`config.mk`:
```
export PLATFORM = sky130hd
export DESIGN_NAME = pfpu_sincos_arb
export DESIGN_NICKNAME = d
export VERILOG_FILES = /design/src/rtl/pfpu_sincos_arb.sv
export SDC_FILE = /design/constraint.sdc
export NUM_CORES = 1
export LEC_CHECK = 0
export CELL_PAD_IN_SITES_DETAIL_PLACEMENT = 1
export CELL_PAD_IN_SITES_GLOBAL_PLACEMENT = 1
export CORE_ASPECT_RATIO = 0.9
export CORE_MARGIN = 2
export CORE_UTILIZATION = 24
export CTS_CLUSTER_DIAMETER = 50
export DETAILED_ROUTE_END_ITERATION = 6
export PLACE_DENSITY = 0.83
export SLEW_MARGIN = 10
export SYNTH_ARGS = -nofsm -noshare
export SYNTH_HDL_FRONTEND = slang
export SYNTH_SLANG_ARGS = --single-unit
```
`constraint.sdc`:
```
create_clock -name sys_clk -period 4.2 [get_ports sys_clk]
set_clock_uncertainty 0.1 [all_clocks]
set_input_delay 0.84 -clock sys_clk [delete_from_list [all_inputs] [get_ports sys_clk]]
set_output_delay 0.84 -clock sys_clk [all_outputs]
set_load 0.05 [all_outputs]
```
`src/rtl/pfpu_sincos_arb.sv`:
```
// Two-requester arbiter and issue sequencer in front of a shared pfpu_sincos pipeline.
// Round-robin grants, a tag pipeline steers each result back to its issuer.
module pfpu_sincos_arb #(
  parameter int LATENCY = 3
) (
  input  logic        sys_clk,
  input  logic        alu_rst,
  input  logic        hold,
  input  logic        req0_valid,
  input  logic [31:0] req0_a,
  input  logic        req0_cos,
  output logic        req0_ready,
  input  logic        req1_valid,
  input  logic [31:0] req1_a,
  input  logic        req1_cos,
  output logic        req1_ready,
  output logic [31:0] sc_a,
  output logic        sc_cos,
  output logic        sc_valid,
  input  logic [31:0] sc_r,
  input  logic        sc_valid_o,
  output logic [31:0] res_r,
  output logic        res0_valid,
  output logic        res1_valid,
  output logic        idle,
  output logic        err
);

  localparam int DATA_W = 32;
  localparam int CNT_W  = $clog2(LATENCY + 2);

  logic               last_q, last_d;
  logic               sc_valid_q, sc_valid_d;
  logic [DATA_W-1:0]  sc_a_q, sc_a_d;
  logic               sc_cos_q, sc_cos_d;
  logic               issue_id_q, issue_id_d;
  logic [LATENCY-1:0] tag_v_q, tag_v_d;
  logic [LATENCY-1:0] tag_id_q, tag_id_d;
  logic [CNT_W-1:0]   cnt_q, cnt_d;
  logic               err_q, err_d;

  logic xfer0, xfer1, xfer, tag_v, tag_id, retire;

  // Grant: a lone requester wins; on a tie the one not served last wins.
  always_comb begin
    req0_ready = 1'b0;
    req1_ready = 1'b0;
    if (!alu_rst && !hold) begin
      if (req0_valid && (!req1_valid || last_q)) req0_ready = 1'b1;
      else if (req1_valid)                       req1_ready = 1'b1;
    end
  end

  assign xfer0  = req0_valid & req0_ready;
  assign xfer1  = req1_valid & req1_ready;
  assign xfer   = xfer0 | xfer1;
  assign tag_v  = tag_v_q[LATENCY-1];
  assign tag_id = tag_id_q[LATENCY-1];
  assign retire = sc_valid_o & tag_v;

  always_comb begin
    last_d     = last_q;
    sc_valid_d = xfer;
    sc_a_d     = sc_a_q;
    sc_cos_d   = sc_cos_q;
    issue_id_d = issue_id_q;
    if (xfer1) begin
      last_d     = 1'b1;
      sc_a_d     = req1_a;
      sc_cos_d   = req1_cos;
      issue_id_d = 1'b1;
    end else if (xfer0) begin
      last_d     = 1'b0;
      sc_a_d     = req0_a;
      sc_cos_d   = req0_cos;
      issue_id_d = 1'b0;
    end

    // Tag entry 0 follows the issue register so the tail lines up with sc_valid_o.
    tag_v_d     = tag_v_q;
    tag_id_d    = tag_id_q;
    tag_v_d[0]  = sc_valid_q;
    tag_id_d[0] = issue_id_q;
    for (int i = 1; i < LATENCY; i++) begin
      tag_v_d[i]  = tag_v_q[i-1];
      tag_id_d[i] = tag_id_q[i-1];
    end

    cnt_d = cnt_q;
    if (xfer && !retire)      cnt_d = cnt_q + CNT_W'(1);
    else if (!xfer && retire) cnt_d = cnt_q - CNT_W'(1);

    err_d = err_q | (sc_valid_o ^ tag_v);
  end

  // Control state: reset applies here only.
  always_ff @(posedge sys_clk) begin
    if (alu_rst) begin
      last_q     <= 1'b1;
      sc_valid_q <= 1'b0;
      tag_v_q    <= '0;
      cnt_q      <= '0;
      err_q      <= 1'b0;
    end else begin
      last_q     <= last_d;
      sc_valid_q <= sc_valid_d;
      tag_v_q    <= tag_v_d;
      cnt_q      <= cnt_d;
      err_q      <= err_d;
    end
  end

  // Operand and tag-id storage: no reset needed, qualified by the valids above.
  always_ff @(posedge sys_clk) begin
    sc_a_q     <= sc_a_d;
    sc_cos_q   <= sc_cos_d;
    issue_id_q <= issue_id_d;
    tag_id_q   <= tag_id_d;
  end

  assign sc_a       = sc_a_q;
  assign sc_cos     = sc_cos_q;
  assign sc_valid   = sc_valid_q;
  assign res_r      = sc_r;
  assign res0_valid = sc_valid_o & tag_v & ~tag_id;
  assign res1_valid = sc_valid_o & tag_v & tag_id;
  assign idle       = (cnt_q == '0);
  assign err        = err_q;

endmodule

```
Yosys cells after proc, flatten, opt, wreduce, memory -nomap -nowiden

Index checks and enable logic that the tools add are counted.

Register bits: 46
Latch bits: 0
Memory bits (writable): 0
Bits in read-only memories: 0
Input bits: 104
Output and inout bits: 72
Word-level logic and storage cells: 45
Memories kept: 0

Add/subtract/negate cells: 2
Multiply operators: 0
Divide/modulo/power cells: 0
Magnitude comparators: 0
Equal/unequal tests: 0
Shifts and indexed selects: 0
Multiplexer cells: 11
Bitwise logic cells: 9
Reduce and logical (&&, ||, !) cells: 14

Operator list:

| kind                  | count |
|---|---|
| $mux W32              | 2 |
| $mux W1               | 7 |
| $mux W3               | 2 |
| $and A1 B1 Y1         | 5 |
| $logic_not A1 Y1      | 5 |
| $logic_and A1 B1 Y1   | 4 |
| $reduce_bool A2 Y1    | 2 |
| $add A3 B1 Y3 const B | 1 |
| $logic_not A3 Y1      | 1 |
| $sub A3 B1 Y3 const B | 1 |
| $or A1 B1 Y1          | 2 |
| $reduce_or A2 Y1      | 1 |
| $logic_or A1 B1 Y1    | 1 |
| $not A1 Y1            | 1 |
| $xor A1 B1 Y1         | 1 |

Depth between registers and ports, before layout

Gate-level depths: netlist of run 1.

Depth after elaboration: 11
Depth in mapped cells: 9
Gate-level depth less buffers: 8

Worst setup path before layout of run 1

OpenSTA, ideal clock, no wires.

Kind: input-to-reg
Start point: input alu_rst
End point: register cnt_q[2]
Setup time: 70 ps
Arrival time: 3,219 ps
Data required time: 4,030 ps
Setup slack: 812 ps
Stages on the path: 9
Path buffers: 1
Cells stage by stage: buf_6 > nor2_8 > o21a_1 > ha_1 > inv_1 > fa_1 > xor2_1 > or3_1 > a21oi_1

Word-level cells in the longest chain between the ends: 8
Elaborated cells between the ends (all ways): 12
Those cells by class: 3 x mux; 3 x bitwise; 6 x reduce/logical

Ends and longest elaborated chain:

| what                                    | RTL line | RTL |
|---|---|---|
| start, declared                         | 7        | `input logic alu_rst,` |
| $logic_not A1 Y1 (*)                    | 48       | `if (!alu_rst && !hold) begin` |
| $logic_and A1 B1 Y1 (*)                 | 48       |  |
| $mux W1                                 | 48       |  |
| $and A1 B1 Y1, on equally long branches | 54, 55   |  |
| $or A1 B1 Y1 (*)                        | 56       | `assign xfer = xfer0 \| xfer1;` |
| via sc_valid_d                          | 33       | `logic sc_valid_q, sc_valid_d;` |
| $logic_not A1 Y1                        | 91       | `else if (!xfer && retire) cnt_d = cnt_q - CNT_W'(1);` |
| $logic_and A1 B1 Y1                     | 91       |  |
| $reduce_bool A2 Y1 (no source line)     | n/a      |  |
| end signal, assigned                    | 108      | `cnt_q <= cnt_d;` |
| end, declared                           | 39       | `logic [CNT_W-1:0] cnt_q, cnt_d;` |

Mark *: on every way through the listed nets, which the timed path passes. The rest lies on a longest branch.
A chain may end at the register's enable or synchronous reset.

Final worst setup path of run 1

Start point: input alu_rst
End point: output req0_ready

Word-level cells in the longest chain between the ends: 3

Ends and longest elaborated chain:

| what                | RTL line | RTL |
|---|---|---|
| $logic_not A1 Y1    | 48       |  |
| $logic_and A1 B1 Y1 | 48       |  |
| $mux W1             | 48       |  |
| end, declared       | 12       | `output logic req0_ready,` |

No other way between the ends.

==> results.yml, run 1 <==
finish:
  design_area_mm2: 0.003369
  final_cell_mix: "110 x clkdlybuf4s50_1, 33 x edfxtp_1, 28 x mux2_4, 13 x dfxtp_1, 7 x nor2_1"
  fin_nets: 339
  area_growth_pct: 49.86
  final_cells: 355
  drive_above_1_share: 0.1974
  fin_util: 0.3693
  final_common_cell: "clkdlybuf4s50_1"
  num_antenna_cells: 0
timing:
  hold_viol: 0
  maxSlewViolCount: 0
  fmax_mhz: 272.3
  worstMarginPinSlew_ns: 0.5360
  finalSetupTns_ns: 0
  setup_viol: 0
  grt_setup_unrepaired: "false"
  fin_crit_ns: 3.673
  fin_ws_ns: 0.5274
  finalCritPeriodShare: 0.8744
  max-slew-margin-rel: 0.6415
worst_setup_path:
  slowest_delay_ns: 0.82
  crit_fanout: 9
  path_class: "in -> out"
  path_common_cell: "clkdlybuf4s50_1"
  worst_setup_path_end_kind: "primary output"
  setup.worst_path.start_class: "input port"
  slowest_stage: "clkdlybuf4s50_1"
  arrival_ns: 2.73
  path_cells: "clkdlybuf4s50_1 > nor2_8 > and3_1 > clkdlybuf4s50_1"
  path_buf_inv: 2
  cp_top_family: "buffers and inverters"
  required_ns: 3.26
drt:
  ant_nets: 0
  wl_per_cell_um: 14.35
  drt-total-wl_um: 5096
  firstDrtPassIters: 4
  drt-initial-drc-count: 37
  routed_via_density: 3.997
  vias: 1419
  drc: 0
power:
  power_density_mw_per_mm2: 326.2
  ir_drop_uv: 123.0
  p_leak_uw: 0.001319
global_routing:
  grt.overflow.total: 0
  track_usage: 0.09955
  antenna_found_initial: 0
  grt_start_max_net_pins: 34
  grt_pass1_wl_um: 7693
  first_global_vias: 1540
hold_path:
  hold_class: "reg -> reg"
clock_tree:
  cts_hold_buffers: 0
  cts-root-buf: "clkbuf_8"
  htree_levels: 2
  cts_made_buffers: 5
  clk_latency_ns: 0.29
  post_cts_buffers: 0
  clock_path_buffers: 2
  cts_tree: "built"
  cts_sinks: 46
  path_clk_slew_ns: 0.08
  ctsResizeCount: 0
floorplanning:
  die_x_um: 106.0
  fp-row-count: 33
  io_pins: 176
  chipHeight_um: 95.83
  core-area_mm2: 0.009125
  dieArea_mm2: 0.01016
  initial_core_util: 0.2464
placement:
  placed_cells: 347
  io_buffers: 111
  hpwl_um: 3985
  post-place-ws_ns: 0.5010
  gp_congestion: 0.6909
  dpl_cell_area_mm2: 0.003253
synth:
  yosysSeqAreaShare: 0.5565
  avgSynthCellArea_um2: 15.19
  syn_inst: 148
  yosys.area.top_type_share: 0.4407
  ys_ff_latch: 46
  syn_nets: 255
  yosysUniqueCellTypes: 24
  yosys.area.top_type: "edfxtp_1"
  synth_area_leaders: "edfxtp_1 44%, mux2_4 19%, dfxtp_1 12%, buf_4 11%, mux2_2 2.5%"
  synth_area_mm2: 0.002248
  ys_warn_count: 0
job:
  maxCapViolCount: 0
run_status:
  status: "finished, final reports clean"
[Yosys cell counts (all sizes together)]
master,n
or3,1
nor3,1
nor2,8
nor2b,3
xor2,2
ha,2
dfxtp,13
mux2,33
and3,1
edfxtp,33
fa,1
nand2b,1
and2,1
nand3,1
mux2i,1
inv,3
o21ai,1
buf,36
nand2,1
o21a,2
a21oi,3
[flip-flops by register name, summed over array words and instances (netlist names), 3 cells and up]
signal and flops:
sc_a 32, cnt_q 3, tag_id_q 3, tag_v_q 3
[metal layers]
metal / routed length [µm] / vias up / track usage
met5: 0 / - / 0
met4: 53 / 0 / 0.03180
met3: 484 / 12 / 0.04401
met2: 2550 / 81 / 0.1806
met1: 2008 / 674 / 0.1048
li1: - / 652 / -
[final timing paths]
check                                           start               endpoint  slack [ns]  depth (start not counted)
worst max-delay path                          alu_rst             req0_ready        0.53                          4
worst max register to register  tag_v_q[2]$_SDFF_PP0_  cnt_q[2]$_SDFFE_PP0P_        2.21                          8
worst min-delay path              tag_id_q[1]$_DFF_P_    tag_id_q[2]$_DFF_P_        0.23                          0
worst min register to register    tag_id_q[1]$_DFF_P_    tag_id_q[2]$_DFF_P_        0.23                          0
[logic make-up (layout without fill, tap and decap cells)]
family | Yosys count | count (layout) | synth area share
adders and majority gates | 3 | 3 | 0.02003
buffers and inverters | 39 | 124 | 0.1319
muxes | 34 | 34 | 0.2165
xor gates and xnor gates | 2 | 2 | 0.007792
DFF | 46 | 46 | 0.5565
and+or+nand+nor | 18 | 18 | 0.05176
AOI/OAI and AO/OA | 6 | 6 | 0.01558
[through the flow]
step	total power, µW	hold WS (ns)
6_report	1099	0.2289
5_1_grt	1150	0.2405
4_1_cts	1120	0.2357
3_5_place_dp	771.5	0.2184
3_3_place_gp	766.1	0.2160
2_1_floorplan	739.7	0.2096
[area by class of cell]
class                           instances  area, µm²
Multi-Input combinational cell         63      701.9
Sequential cell                        46       1251
Clock buffer                            7      86.33
Tap cell                              122      152.6
Fill cell                             972       5756
Inverter                                3      11.26
Timing Repair Buffer                  113       1136
Clock inverter                          1      30.03
[worst reg2reg max path: cells and delay by family (launching register included)]
family                     cells  cell delay [ns]
DFF                            1             0.31
and+or+nand+nor                1             0.32
adders and majority gates      3             0.74
AOI/OAI and AO/OA              1             0.15
xor gates and xnor gates       1             0.16
buffers and inverters          2             0.14
[where the power goes]
| group | switching, µW | internal (µW) | total, µW |
|---|---|---|---|
| Sequential | 9.41 | 516 | 525 |
| Combinational | 108 | 125 | 233 |
| Clock | 147 | 194 | 341 |
| Total | 264 | 835 | 1100 |
Note: power is estimated with default switching activity, not from simulation.
==> inputs of run 2 (changes only) <==
Settings changed: CORE_MARGIN 2 to 4, CTS_CLUSTER_DIAMETER 50 to default.
==> run 2 against run 1 <==
- sequential cell count did not move
- routed wire length grew 5.4%
- via count is 0.49% lower
- fmax is 0.17% higher
- core utilization shrank 0.068 points
- count of clock-buffer cells in the layout down 1
- global-route usage decreased by 0.38 points
- total power decreased by 1.2%
- design area is 0.19% lower
- first-iteration DRC count down 65%
- worst hold slack improved by 0.0060 ns
==> results.yml, run 2 (same netlist as run 1, synthesis figures left out) <==
hold_path:
  min_from: "tag_id_q[1]$_DFF_P_"
  hold_class: "reg -> reg"
  hold_depth: 0
  min_to: "tag_id_q[2]$_DFF_P_"
finish:
  fin_util: 0.3686
  fin_nets: 339
  final_common_cell: "clkdlybuf4s50_1"
  n_fill_cell: 960
  drive_above_1_share: 0.1974
  largest_reg_flops: 32
  num_antenna_cells: 0
  final_cell_mix: "110 x clkdlybuf4s50_1, 33 x edfxtp_1, 28 x mux2_4, 13 x dfxtp_1, 7 x nor2_1"
  area_growth_pct: 49.58
floorplanning:
  initial_core_util: 0.2464
  die_x_um: 110.0
  dieArea_mm2: 0.01098
  io_pins: 176
  chipHeight_um: 99.83
  core-area_mm2: 0.009125
  fp-row-count: 33
timing:
  max-slew-margin-rel: 0.6068
  finalSetupTns_ns: 0
  hold_viol: 0
  worstMarginPinSlew_ns: 0.5899
  maxSlewViolCount: 0
  finalCritPeriodShare: 0.8730
  setup_viol: 0
  fin_crit_ns: 3.666
  fmax_mhz: 272.7
  grt_setup_unrepaired: "false"
worst_setup_path:
  worst_setup_path_end_kind: "primary output"
  path_buf_inv: 2
  r2r_cells: 8
  slowest_delay_ns: 0.82
  crit_fanout: 9
  path_common_cell: "clkdlybuf4s50_1"
  arrival_ns: 2.73
  worst_r2r_endpoint: "cnt_q[2]$_SDFFE_PP0P_"
  setup.worst_path.start_class: "input port"
  path_cells: "clkdlybuf4s50_1 > nor2_8 > and3_1 > clkdlybuf4s50_1"
  r2r-start: "tag_v_q[2]$_SDFF_PP0_"
  cp_top_family: "buffers and inverters"
  slowest_stage: "clkdlybuf4s50_1"
  rrSetupSlack_ns: 2.24
  required_ns: 3.26
  path_class: "in -> out"
clock_tree:
  cts_sinks: 46
  clock_path_buffers: 2
  clk_latency_ns: 0.29
  ctsResizeCount: 0
  post_cts_buffers: 0
  cts_tree: "built"
  path_clk_slew_ns: 0.08
  htree_levels: 2
  cts_made_buffers: 5
  cts-root-buf: "clkbuf_8"
  cts_hold_buffers: 0
global_routing:
  antenna_found_initial: 0
  track_usage: 0.09572
  grt_start_max_net_pins: 35
  top_usage_layer: "met2"
  grt_pass1_wl_um: 7983
  gr-usage-met3: 0.04051
  first_global_vias: 1566
  met2_usage: 0.1670
  grt.overflow.total: 0
  grt_util_met1: 0.09614
placement:
  io_buffers: 111
  gp_congestion: 0.6507
  hpwl_um: 4236
drt:
  drt-initial-drc-count: 13
  firstDrtPassIters: 4
  ant_nets: 0
  vias: 1412
  wl_per_cell_um: 15.13
  routed_via_density: 3.977
  drc: 0
  drt-total-wl_um: 5370
power:
  ir_drop_uv: 111.0
  p_leak_uw: 0.001312
  power_density_mw_per_mm2: 322.9
job:
  maxCapViolCount: 0
run_status:
  status: "finished, final reports clean"
## run 2: cell count changes in the layout (fill, tap and decap cells not counted), sizes merged
cell and delta:
clkbuf -1, clkinvlp +1
## run 2: final cells by class
type | instances | area (µm²) | area share
tap | 122 | 152.6 | 0.04539
clock inverter | 2 | 37.54 | 0.01116
inverter | 3 | 11.26 | 0.003348
multi-input combinational | 63 | 701.9 | 0.2087
timing repair buffer | 113 | 1136 | 0.3378
sequential | 46 | 1251 | 0.3720
clock buffer | 6 | 72.57 | 0.02158
## run 2: metal layers
metal / routed length [µm] / up-vias
met5: 0 / -
met4: 153 / 0
met3: 554 / 10
met2: 2837 / 82
met1: 1824 / 667
li1: - / 653
## run 2: worst max-delay path by stage
stage / from / to / slack, ns / cells after the start
floorplan: alu_rst / cnt_q[2]$_SDFFE_PP0P_ / 0.81 / 9
global placement: alu_rst / req0_ready / 0.56 / 4
finish: alu_rst / req0_ready / 0.53 / 4
detailed placement: alu_rst / req0_ready / 0.51 / 4
CTS: alu_rst / req0_ready / 0.52 / 4
global route: alu_rst / req0_ready / 0.47 / 4
## run 2: through the flow
step	total power, µW	setup WS [ns]	hold WS (ns)	instance area (µm²)	std cells
final	1086	0.5335	0.2348	3363	355
after global routing	1137	0.4689	0.2433	3363	355
after CTS	1107	0.5175	0.2391	3363	355
after detailed placement	773.3	0.5142	0.2168	3253	347
after global placement	766.3	0.5614	0.2149	3253	347
after floorplan	739.7	0.8117	0.2096	2248	148
## run 2: where the power goes
group | internal (µW) | switching [µW]
clock network | 178 | 149
registers | 516 | 9.76
logic | 125 | 109
total | 819 | 268
==> inputs of run 3 (changes only) <==
Settings changed: SLEW_MARGIN 10 to default.
==> results of run 3 <==
Same layout as run 2: the final DEF is identical, and so are final timing and power.
==> RTL change 1, RTL diff (config.mk and constraints of run 1) <==
Change the parameter `LATENCY` from 3 to 2.
--- a/src/rtl/pfpu_sincos_arb.sv
+++ b/src/rtl/pfpu_sincos_arb.sv
@@ -2,5 +2,5 @@
 // Round-robin grants, a tag pipeline steers each result back to its issuer.
 module pfpu_sincos_arb #(
-  parameter int LATENCY = 3
+  parameter int LATENCY = 2
 ) (
   input  logic        sys_clk,
Behaviour: not the same (a bounded check fails within 4 cycles, from zero or initial values and one cycle with alu_rst high).
==> RTL change 1 against run 1 <==
Non-clock buffer count did not move; wire length is 2.8% lower; cell area down 4.4%; total power decreased by 8.6%; sequential power fell by 6.3%; synthesized cell count is 6.1% lower; hold slack gained 6.9 ps; area after synthesis decreased by 5.7%; largest cell class unchanged; via count down 5.6%; sequential cell count decreased by 3; fmax is 2.8% higher; critical endpoint unchanged; highest routed layer unchanged; setup slack better by 98 ps; combinational power decreased by 4%.
==> RTL change 1: results (changes against run 1) <==
The flow ran to the end, and the final reports show no timing, DRC or antenna violations. The largest driver fanout on the critical path was 7 (was 9); the insertion delay to the later sink of the worst-skew pair was 280 ps. The path class of the lowest-slack min-delay path is reg2reg (unchanged).

Top post-synthesis cells by count: 33 x edfxtp_1, 32 x buf_4, 27 x mux2_4, 10 x dfxtp_1 (was 33 x edfxtp_1, 32 x buf_4, 28 x mux2_4, 13 x dfxtp_1, 7 x nor2_1). The run gives 0 (unchanged) as the post-CTS setup repair buffer count. The number of enable-type register cells in the synthesized netlist came out at 33 (unchanged). The logs give 2630 ps (was 2730 ps) for the data arrival time of the worst path and 63.1% (was 64.2%) for the max-slew headroom at the worst pin.

Count of fill cells added during filler insertion: 944 (was 972). The global-route wire length before repair came out at 7260 um (was 7690 um). The start of the worst register-to-register path was last_q$_SDFFE_PP1P_ (was tag_v_q[2]$_SDFF_PP0_).

The launch instance of the worst min-delay path was tag_id_q[0]$_DFF_P_ (was tag_id_q[1]$_DFF_P_). The setup slack of the worst register-to-register path came out at 2290 ps (was 2210 ps). For the total nets after synthesis, the log shows 245 (was 255). For the part of the Yosys area used for sequential elements, the log shows 56.2% (was 55.6%). The worst voltage drop across the vdd grid is 0.104 mV (was 0.123 mV), and the number of warning messages in the yosys log is 0 (unchanged). The depth of the worst register-to-register path was 4 (was 8); the post-synthesis cell type count was 22 (was 24). The placed wire-length estimate after detailed placement was 3950 um (was 3980 um); the largest net degree at the start of global routing was 35 (was 34).

For the leakage power total, the log shows 0.00125 uW (was 0.00132 uW). The cell family contributing the most delay on the critical path was buffers and inverters (unchanged). The tools report the violation count after the first detailed-routing iteration as 34 (was 37).

The net switching power came out at 246 uW (was 264 uW). Terminus of the critical flop-to-flop path: sc_a[31]$_DFFE_PP_ (was cnt_q[2]$_SDFFE_PP0P_). The run gives 604 ps (was 501 ps) as the worst slack after detailed placement. The vias per cell works out to 3.90 (was 4.00). The share of final-layout standard cells stronger than drive strength 1 works out to 20.0% (was 19.7%).

The final net count is 330 (was 339). The run gives 0.682 (was 0.691) as the placer's final routability congestion estimate. The worst hold path endpoint is tag_id_q[1]$_DFF_P_ (was tag_id_q[2]$_DFF_P_).

The total global-route track usage is 10.1% (was 9.95%). Leading cell types by total area after synthesis: edfxtp_1 47%, mux2_4 19%, buf_4 11% (was edfxtp_1 44%, mux2_4 19%, dfxtp_1 12%). The cell count of the worst hold path is 0 (unchanged). The number of flip-flops in the largest register is 32 (unchanged).

The tools report the number of detailed-routing iterations run before antenna repair as 3 (was 4). The routed wire length per instance is 14.4 um (about the same), and the via count of the first global-routing pass is 1407 (was 1540).
RTL change 1: power groups by stage:
stage / registers (uW) / logic, uW / clock network (uW)
final: 492 / 223 / 290
after global routing: 495 / 235 / 321
after CTS: 493 / 226 / 309
after detailed placement: 502 / 225 / 0
after global placement: 501 / 221 / 0
after floorplan: 551 / 146 / 0
RTL change 1: stage by stage:
step           std cells  area (sq um)  hold slack (ps)
5_1_grt              344          3220              255
4_1_cts              344          3220              242
3_3_place_gp         336          3120              211
2_1_floorplan        139          2120              210
6_report             344          3220              236
3_5_place_dp         336          3120              221
RTL change 1: cell families after synthesis:
group,after synthesis,share of synthesized area [%]
muxes,33,22.3
xor gates and xnor gates,2,0.826
DFF,43,56.2
and+or+nand+nor,15,4.43
buffers and inverters,38,13.5
adders and majority gates,2,1.18
AOI/OAI and AO/OA,6,1.65
RTL change 1: area by class of cell:
type                            count  area (sq um)  share of cell area [%]
Sequential cell                    43          1190                    37.0
Timing Repair Buffer              113          1120                    34.9
Multi-Input combinational cell     58           646                    20.0
Tap cell                          119           149                    4.62
Clock buffer                        8           101                    3.15
Inverter                            3          11.3                   0.350
RTL change 1: worst max path at each step:
stage,startpoint,endpoint,slack (ps),cells past startpoint
2_1_floorplan,hold,cnt_q[1]$_SDFFE_PP0P_,1320,5
3_3_place_gp,alu_rst,req0_ready,690,4
3_5_place_dp,alu_rst,req0_ready,600,4
4_1_cts,alu_rst,req0_ready,610,4
5_1_grt,alu_rst,req0_ready,540,4
6_report,alu_rst,req0_ready,630,4
RTL change 1: per-layer routing:
metal / track usage [%] / routed length [um] / up-vias / share of wire [%]
met4: 4.28 / 84 / 0 / 1.7
li1: - / - / 627 / -
met1: 10.5 / 1760 / 619 / 36
met3: 3.29 / 393 / 12 / 7.9
met5: 0 / 0 / - / 0
met2: 18.3 / 2710 / 82 / 55
==> RTL change 2, RTL diff (settings of run 1) <==
Without the edit above. Make the reset (`alu_rst`) asynchronous in one clocked block.
--- a/src/rtl/pfpu_sincos_arb.sv
+++ b/src/rtl/pfpu_sincos_arb.sv
@@ -95,5 +95,5 @@
 
   // Control state: reset applies here only.
-  always_ff @(posedge sys_clk) begin
+  always_ff @(posedge sys_clk or posedge alu_rst) begin
     if (alu_rst) begin
       last_q     <= 1'b1;
Formal check against the unedited RTL: differs if alu_rst is asserted again (counterexample within 4 cycles, from zero or initial values and one cycle with alu_rst high); with alu_rst held inactive, the same outputs for 10 cycles.
==> RTL change 2 against run 1 <==
Sequential cell count unchanged; via count down 4.9%; die area down 0.11%; wire length down 7.1%; global-route usage down 0.72 points; total power down 0.63%; setup slack better by 150 ps; area after synthesis down 0.11%; cell area down 0.82%.
==> RTL change 2: results (changes against run 1) <==
The tools report the start of the worst register-to-register path as last_q$_DFFE_PP1P_ (was tag_v_q[2]$_SDFF_PP0_). For the worst voltage drop across the vdd grid, the log shows 0.119 mV (was 0.123 mV). The run gives 0.00132 uW (about the same) as the leakage power total. The tools report the total nets after synthesis as 247 (was 255). The placer's final routability congestion estimate is 0.634 (was 0.691), and the global-route wire length before repair is 7090 um (was 7690 um). Leading cell types by total area after synthesis: edfxtp_1 44%, mux2_4 19%, buf_4 11% (was edfxtp_1 44%, mux2_4 19%, dfxtp_1 12%).

The post-synthesis async set-or-reset flop share is 19.6% (was 0%). The via count of the first global-routing pass came out at 1473 (was 1540). The count of fill cells added during filler insertion was 971 (was 972). The max-slew headroom at the worst pin is 60.7% (was 64.2%), and the wire length after detailed routing is 4730 um (was 5100 um).

For the number of detailed-routing iterations run before antenna repair, the log shows 3 (was 4). The tools report the violation count after the first detailed-routing iteration as 30 (was 37). The final net count came out at 332 (was 339). The part of the Yosys area used for sequential elements was 57.8% (was 55.6%). Top post-synthesis cells by count: 33 x edfxtp_1, 32 x buf_4, 29 x mux2_4, 8 x dfrtp_1 (was 33 x edfxtp_1, 32 x buf_4, 28 x mux2_4, 13 x dfxtp_1, 7 x nor2_1). The largest net degree at the start of global routing was 35 (was 34). The path class of the lowest-slack min-delay path is reg2reg (unchanged).

The vias per cell was 3.88 (was 4.00); the largest driver fanout on the critical path was 5 (was 9). The run gives 657 sq um (was 702 sq um) as the area occupied by multi-input gates. The logs give 9.24% (was 9.95%) for the total global-route track usage and 2580 ps (was 2730 ps) for the data arrival time of the worst path. The share of final-layout standard cells stronger than drive strength 1 was 20.8% (was 19.7%). The clock-pin slew on the worst setup and hold paths works out to 80 ps (about the same). The adder and majority gate portion of the synthesized area was 2.01% (was 2.00%).

The xor/xnor share of the synthesized area is 1.17% (was 0.779%), and the share of the synthesized area in compound gates (AO/OA/AOI/OAI) is 1.39% (was 1.56%). The run finished with clean final reports. The placement-stage cell area is 0.00326 sq mm (was 0.00325 sq mm), and the placed wire-length estimate after detailed placement is 3630 um (was 3980 um). Instance count after placement with tap cells included: 340 (was 347). The post-synthesis cell count came out at 140 (was 148).
[RTL change 2: cell count changes in the layout (fill, tap and decap cells not counted), moves of 2 or more]
cell and change:
clkbuf_1 +2, nor2b_1 -3, nor2_1 -5, inv_1 +2, dfrtp_1 +8, dfxtp_1 -9
[RTL change 2: final timing paths]
check / to / slack, ps / cells past startpoint
min in group asynchronous: cnt_q[2]$_DFFE_PP0P_ / 830 / 2
worst max register to register: sc_a[1]$_DFFE_PP_ / 2190 / 4
worst max-delay path: req0_ready / 680 / 5
max in group asynchronous: last_q$_DFFE_PP1P_ / 2870 / 2
worst min-delay path: tag_id_q[2]$_DFF_P_ / 230 / 0
worst min register to register: tag_id_q[2]$_DFF_P_ / 230 / 0
[RTL change 2: per-layer routing]
layer | part of all wire (%) | GRT usage, %
met5 | 0 | 0
met4 | 0.85 | 2.85
met3 | 9.5 | 4.40
met2 | 51 | 17.3
met1 | 38 | 9.13
[RTL change 2: cells by family after synthesis]
group / after synthesis
flip-flops: 46
buffers and inverters: 40
multiplexers: 34
AND/OR/NAND/NOR: 9
AO/OA/AOI/OAI: 5
XOR/XNOR: 3
adder cells (fa/ha/maj): 3
[RTL change 2: cell type report]
class / count / area share, %
clock buffers: 8 / 2.40
inverters: 5 / 0.562
multi-input cells: 54 / 19.7
flip-flops and latches: 46 / 38.8
well taps: 122 / 4.57
repair buffers: 113 / 34.0
[RTL change 2: power breakdown]
group / leakage (uW) / internal, uW / switching [uW] / total (uW)
Sequential: 0.000447 / 535 / 24.7 / 559
Combinational: 0.000832 / 149 / 129 / 278
Clock: 0.0000395 / 118 / 136 / 255
